[src/rtl/dpsk_pkg.sv]
// Shared defaults and helpers for the DPSK symbol demodulator.
// The decision polarity lives here so the transmit and receive ends agree on it.
package dpsk_pkg;

   localparam int   DW_DEFAULT  = 10;
   localparam int   SPS_DEFAULT = 16;
   localparam logic FLIP_IS_ONE = 1'b1;

   // A sum of sps samples of dw bits needs log2(sps) extra bits of headroom.
   function automatic int calc_aw(input int dw, input int sps);
      return dw + $clog2(sps);
   endfunction

endpackage

[src/rtl/dpsk_sym_integrator.sv]
// Integrates accepted I/Q samples over one symbol period and registers the symbol sums.
// sym_done pulses for one enabled cycle when cur_i/cur_q take a new symbol.
module dpsk_sym_integrator
   import dpsk_pkg::*;
#(
   parameter int DW  = DW_DEFAULT,
   parameter int SPS = SPS_DEFAULT,
   parameter int AW  = calc_aw(DW, SPS),
   localparam int CW = $clog2(SPS)
) (
   input  logic          clk,
   input  logic          reset_n,
   input  logic          clken,
   input  logic          in_valid,
   input  logic [DW-1:0] i_in,
   input  logic [DW-1:0] q_in,
   input  logic          sym_sync,
   output logic [CW-1:0] sym_cnt,
   output logic [AW-1:0] cur_i,
   output logic [AW-1:0] cur_q,
   output logic          sym_done
);

   logic signed [AW-1:0] samp_i, samp_q;
   logic signed [AW-1:0] acc_i_q, acc_i_d, acc_q_q, acc_q_d;
   logic signed [AW-1:0] cur_i_q, cur_i_d, cur_q_q, cur_q_d;
   logic [CW-1:0]        cnt_q, cnt_d;
   logic                 done_q, done_d;

   assign samp_i = {{(AW-DW){i_in[DW-1]}}, i_in};
   assign samp_q = {{(AW-DW){q_in[DW-1]}}, q_in};

   // Only evaluated on enabled edges; sync beats the end-of-symbol path.
   always_comb begin
      acc_i_d = acc_i_q;
      acc_q_d = acc_q_q;
      cur_i_d = cur_i_q;
      cur_q_d = cur_q_q;
      cnt_d   = cnt_q;
      done_d  = 1'b0;
      if (sym_sync) begin
         if (in_valid) begin
            acc_i_d = samp_i;
            acc_q_d = samp_q;
            cnt_d   = CW'(1);
         end else begin
            acc_i_d = '0;
            acc_q_d = '0;
            cnt_d   = '0;
         end
      end else if (in_valid) begin
         if (cnt_q == CW'(SPS-1)) begin
            cur_i_d = acc_i_q + samp_i;
            cur_q_d = acc_q_q + samp_q;
            acc_i_d = '0;
            acc_q_d = '0;
            cnt_d   = '0;
            done_d  = 1'b1;
         end else begin
            acc_i_d = acc_i_q + samp_i;
            acc_q_d = acc_q_q + samp_q;
            cnt_d   = cnt_q + CW'(1);
         end
      end
   end

   always_ff @(posedge clk) begin
      if (!reset_n) begin
         acc_i_q <= '0;
         acc_q_q <= '0;
         cur_i_q <= '0;
         cur_q_q <= '0;
         cnt_q   <= '0;
         done_q  <= 1'b0;
      end else if (clken) begin
         acc_i_q <= acc_i_d;
         acc_q_q <= acc_q_d;
         cur_i_q <= cur_i_d;
         cur_q_q <= cur_q_d;
         cnt_q   <= cnt_d;
         done_q  <= done_d;
      end
   end

   assign sym_cnt  = cnt_q;
   assign cur_i    = cur_i_q;
   assign cur_q    = cur_q_q;
   assign sym_done = done_q;

endmodule

[src/rtl/dpsk_demod.sv]
// DPSK demodulator: dot product of consecutive symbol sums, one hard bit per symbol.
// in_valid has no back-pressure: a sample is consumed on every edge with clken & in_valid; bit_valid is a one-enabled-cycle strobe.
module dpsk_demod
   import dpsk_pkg::*;
#(
   parameter int DW  = DW_DEFAULT,
   parameter int SPS = SPS_DEFAULT,
   parameter int AW  = calc_aw(DW, SPS)
) (
   input  logic                    clk,
   input  logic                    reset_n,
   input  logic                    clken,
   input  logic                    in_valid,
   input  logic [DW-1:0]           i_in,
   input  logic [DW-1:0]           q_in,
   input  logic                    sym_sync,
   output logic                    bit_out,
   output logic                    bit_valid,
   output logic [2*AW:0]           dot_out,
   output logic [$clog2(SPS)-1:0]  sym_cnt
);

   logic [AW-1:0]          cur_i_w, cur_q_w;
   logic                   sym_done;
   logic signed [AW-1:0]   cur_i, cur_q;
   logic signed [AW-1:0]   prev_i_q, prev_i_d, prev_q_q, prev_q_d;
   logic                   have_ref_q, have_ref_d;
   logic signed [2*AW-1:0] prod_i_q, prod_i_d, prod_q_q, prod_q_d;
   logic                   prod_valid_q, prod_valid_d;
   logic signed [2*AW:0]   dot_q, dot_d;
   logic                   bit_q, bit_d;
   logic                   bit_valid_q, bit_valid_d;

   dpsk_sym_integrator #(
      .DW  (DW),
      .SPS (SPS),
      .AW  (AW)
   ) u_integrator (
      .clk      (clk),
      .reset_n  (reset_n),
      .clken    (clken),
      .in_valid (in_valid),
      .i_in     (i_in),
      .q_in     (q_in),
      .sym_sync (sym_sync),
      .sym_cnt  (sym_cnt),
      .cur_i    (cur_i_w),
      .cur_q    (cur_q_w),
      .sym_done (sym_done)
   );

   assign cur_i = $signed(cur_i_w);
   assign cur_q = $signed(cur_q_w);

   // The first symbol after reset only seeds the reference; products use the old prev.
   always_comb begin
      prev_i_d     = prev_i_q;
      prev_q_d     = prev_q_q;
      have_ref_d   = have_ref_q;
      prod_i_d     = prod_i_q;
      prod_q_d     = prod_q_q;
      prod_valid_d = 1'b0;
      dot_d        = dot_q;
      bit_d        = bit_q;
      bit_valid_d  = 1'b0;
      if (sym_done) begin
         prev_i_d   = cur_i;
         prev_q_d   = cur_q;
         have_ref_d = 1'b1;
         if (have_ref_q) begin
            prod_i_d     = cur_i * prev_i_q;
            prod_q_d     = cur_q * prev_q_q;
            prod_valid_d = 1'b1;
         end
      end
      if (prod_valid_q) begin
         dot_d       = {prod_i_q[2*AW-1], prod_i_q} + {prod_q_q[2*AW-1], prod_q_q};
         bit_d       = dot_d[2*AW] ? FLIP_IS_ONE : ~FLIP_IS_ONE;
         bit_valid_d = 1'b1;
      end
   end

   always_ff @(posedge clk) begin
      if (!reset_n) begin
         prev_i_q     <= '0;
         prev_q_q     <= '0;
         have_ref_q   <= 1'b0;
         prod_i_q     <= '0;
         prod_q_q     <= '0;
         prod_valid_q <= 1'b0;
         dot_q        <= '0;
         bit_q        <= 1'b0;
         bit_valid_q  <= 1'b0;
      end else if (clken) begin
         prev_i_q     <= prev_i_d;
         prev_q_q     <= prev_q_d;
         have_ref_q   <= have_ref_d;
         prod_i_q     <= prod_i_d;
         prod_q_q     <= prod_q_d;
         prod_valid_q <= prod_valid_d;
         dot_q        <= dot_d;
         bit_q        <= bit_d;
         bit_valid_q  <= bit_valid_d;
      end
   end

   assign dot_out   = dot_q;
   assign bit_out   = bit_q;
   assign bit_valid = bit_valid_q;

endmodule
[config.mk]
export PLATFORM = sky130hd
export DESIGN_NAME = dpsk_demod
export DESIGN_NICKNAME = d
export VERILOG_FILES = /design/src/rtl/dpsk_pkg.sv /design/src/rtl/dpsk_sym_integrator.sv /design/src/rtl/dpsk_demod.sv
export SDC_FILE = /design/constraint.sdc
export NUM_CORES = 1
export LEC_CHECK = 0
export BUFFER_PORTS_ARGS = -buffer_cell sky130_fd_sc_hd__buf_4
export CAP_MARGIN = 20
export CORE_AREA = 2 2 221 223
export CTS_CLUSTER_DIAMETER = 50
export CTS_CLUSTER_SIZE = 30
export DETAILED_ROUTE_END_ITERATION = 7
export DIE_AREA = 0 0 223 225
export PLACE_DENSITY = 0.71
export SLEW_MARGIN = 25
export SYNTH_ARGS = -nofsm -noshare
export SYNTH_HDL_FRONTEND = slang
export SYNTH_SLANG_ARGS = --single-unit
[constraint.sdc]
create_clock -name clk -period 6.7 [get_ports clk]
set_input_delay 1.34 -clock clk [delete_from_list [all_inputs] [get_ports clk]]
set_output_delay 1.34 -clock clk [all_outputs]
set_load 0.005 [all_outputs]
==> run metrics <==
status completed; Core Footprint around 0.048 mm²; fmax 157 MHz; pin count of the biggest net entering global routing 76; H-tree levels 4; fin nets 3,359; DR pass1 iterations 7; vias 18,500; Clk pwr share 46.1%; Final Max Slew Viols 0; Skew-Pair Late Insertion Delay 510 ps; Comb pwr share 9.1%; Num Clock Sinks 177; CTS max path bufs 2; routed vias/inst 5.48; top cell type's share of synthesized area 33.2%; Max Cap Violations 0; dpl hpwl 45.2 mm; PortBufs between 50 and 60; Sw Share 29.3%; ys flop type dfxtp_1; Worst Slack Setup Final 311 ps; Post-Synth Simple-Gate Area 17.1%; startpoint types register; Post-synth EDFFs 0; Cells after Synth 2,743; Int Pwr roughly 1700 µW; TritonCTS Buffers 17; CTS tree yes; # IOs 60; Async S/R FF share, synth 0%; Place WS about 350 ps; Worst setup EP type register; synthesized area per cell around 8.6 µm²; crit path time final 6390 ps; Area Overhead vs Synth 7.55%; largest family of logic cells by synthesized area adder cells; gr ovfl total 0; n_diodes 0; most common cell after layout, fill and taps aside inv_1; clock-pin slew on the worst setup and hold paths 90 ps; most frequent cells in the layout inv_1, nand2_1, fa_1, and2_1, ha_1; Critical Path AT roughly 6800 ps; Hold Vio Cnt, Final 0; root buf cell clkbuf_16; Final ANT Viol Nets 0; Tcrit/Tclk final 95.4%; layout cells sized above 1 slightly below 6%; Switch Pwr 703 µW; DRC Markers 0; FP Rows 80; initial antenna violation count 0; Synth Area in Compound Gates 11.4%; P_leak 0.0122 µW; Slew headroom 31.6%; Synth warnings 0; setup violators final 0; Initial Util roughly half; gr usage total 24.1%; Post-Synth Adder-Cell Area 43.2%; Pwr per Cell Area 94.2 mW/mm²; count of cell types in the netlist 65; unrepaired setup endpoints after global routing false; Die Width 223 µm; Yosys reg bits roughly 180; Die ar. between 0.05 and 0.06 mm²; setup TNS 0 ps; cts hold-fix bufs 0; routed wire length 57.0 mm; Worst EP required 7110 ps; post-synthesis mux area share 0.127%; worst-margin pin slew 1020 ps; 1st-iter DRT viols ~1,100; Synth area leader fa_1; Min-Delay Path Class register to register; post-synthesis sequential area ratio 15.0%; Final Skew approximately 33 ps; first-pass GRT wire length 96.2 mm; Syn Nets between 3,000 and 4,000; CP Max Fanout 11; number of global-route vias before repair 19,700; mapped cell area around 0.024 mm²; wire per inst 16.9 µm; hold slack 455 ps; Chip Height 225 µm; maximum vdd drop 0.201 mV; routability cong. 0.917; largest cells by area after synthesis fa_1, dfxtp_1, ha_1, inv_1, nand2_1; sequential share of power 44.9%; XOR/XNOR Fraction of Synth Area 3.92%; CP Class register to register
-- cell type report --
type                    instances  area (µm²)
fillers                      4280       22100
multi-input cells            1985       18000
flip-flops and latches        177        3550
inverters                     465        1750
repair buffers                106         796
well taps                     615         769
clock buffers                  17         425
clock inverters                15         204
-- routing by layer --
layer	wire (µm)	track usage, %
met1	25200	31.7
met2	26800	40.1
met3	3170	3.96
met5	0	0
met4	1850	9.37
-- critical path: stages, from the launching register on --
cell	delay, ps
dfxtp_1	510
buf_4	250
nand2_1	100
fa_1	600
fa_1	450
fa_1	540
inv_1	50
fa_1	470
fa_1	500
inv_1	50
fa_1	470
inv_1	40
ha_1	330
a21o_1	210
a21o_1	200
a31oi_2	330
o31ai_1	210
a2111oi_1	520
nor2_1	110
xnor2_1	150
a211oi_1	210
-- cell families (layout without fill, tap and decap cells) --
kind of cell | Yosys count | after routing
AOI/OAI and AO/OA | 430 | 430
xor gates and xnor gates | 106 | 106
adders and majority gates | 582 | 582
buffers and inverters | 581 | 603
DFF | 177 | 177
muxes | 3 | 3
and+or+nand+nor | 864 | 864
-- timing repair --
item / 4_1_cts / 5_1_grt
buffers inserted: 0 / 0
setup endpoints to repair: 0 / 4
gates resized for setup: 0 / 8
-- final timing paths --
| path | endpoint | slack (ps) | cells past startpoint | from |
|---|---|---|---|---|
| setup reg to reg | prod_i_q[24] | 310 | 20 | u_integrator.cur_i[7] |
| hold / removal | dot_out[10] | 450 | 2 | dot_out[10] |
| setup / recovery | prod_i_q[24] | 310 | 20 | u_integrator.cur_i[7] |
| hold reg to reg | dot_out[10] | 450 | 2 | dot_out[10] |
-- cells in the mapped netlist, types with 11 or more instances --
master,number
xnor2_1,80
a211oi_1,23
a31oi_1,14
a221oi_1,17
nor2b_1,11
dfxtp_1,177
ha_1,189
o21a_1,16
nor2_1,104
nand3_1,41
o21ai_0,60
fa_1,393
nand2_1,411
nand2b_1,18
a21o_1,40
inv_1,464
a21oi_1,188
clkbuf_1,106
o21ai_1,15
xor2_1,26
nor3_1,33
and2_1,206
-- flip-flops by register name, indices dropped and copies added (netlist names) --
name and cells:
prev_q_q 14, u_integrator.sym_done 1, u_integrator.acc_q_q 14, bit_valid 1
u_integrator.cur_i 14, prod_i_q 28, u_integrator.cur_q 14, prev_i_q 14
u_integrator.sym_cnt 4, u_integrator.acc_i_q 14, prod_valid_q 1, have_ref_q 1
dot_out 29, prod_q_q 28
-- power by group through the flow --
stage	Clock, µW	Sequential (µW)	Combinational (µW)
3_3_place_gp	0	1100	207
4_1_cts	1130	1080	216
3_5_place_dp	0	1100	215
6_report	1100	1080	218
2_1_floorplan	0	1100	157
5_1_grt	1160	1080	242
-- per-stage QoR --
| stage | total power [µW] | instance area, µm² | utilization [%] | std cells |
|---|---|---|---|---|
| after floorplan | 1260 | 23700 | - | 2743 |
| after global placement | 1310 | 24800 | 52.2 | 3348 |
| after detailed placement | 1320 | 24800 | 52.2 | 3348 |
| after CTS | 2420 | 25400 | 53.5 | 3380 |
| after global routing | 2480 | 25500 | 53.5 | 3380 |
| final | 2400 | 25500 | 53.5 | 3380 |
Note: power is estimated with default switching activity, not from simulation.
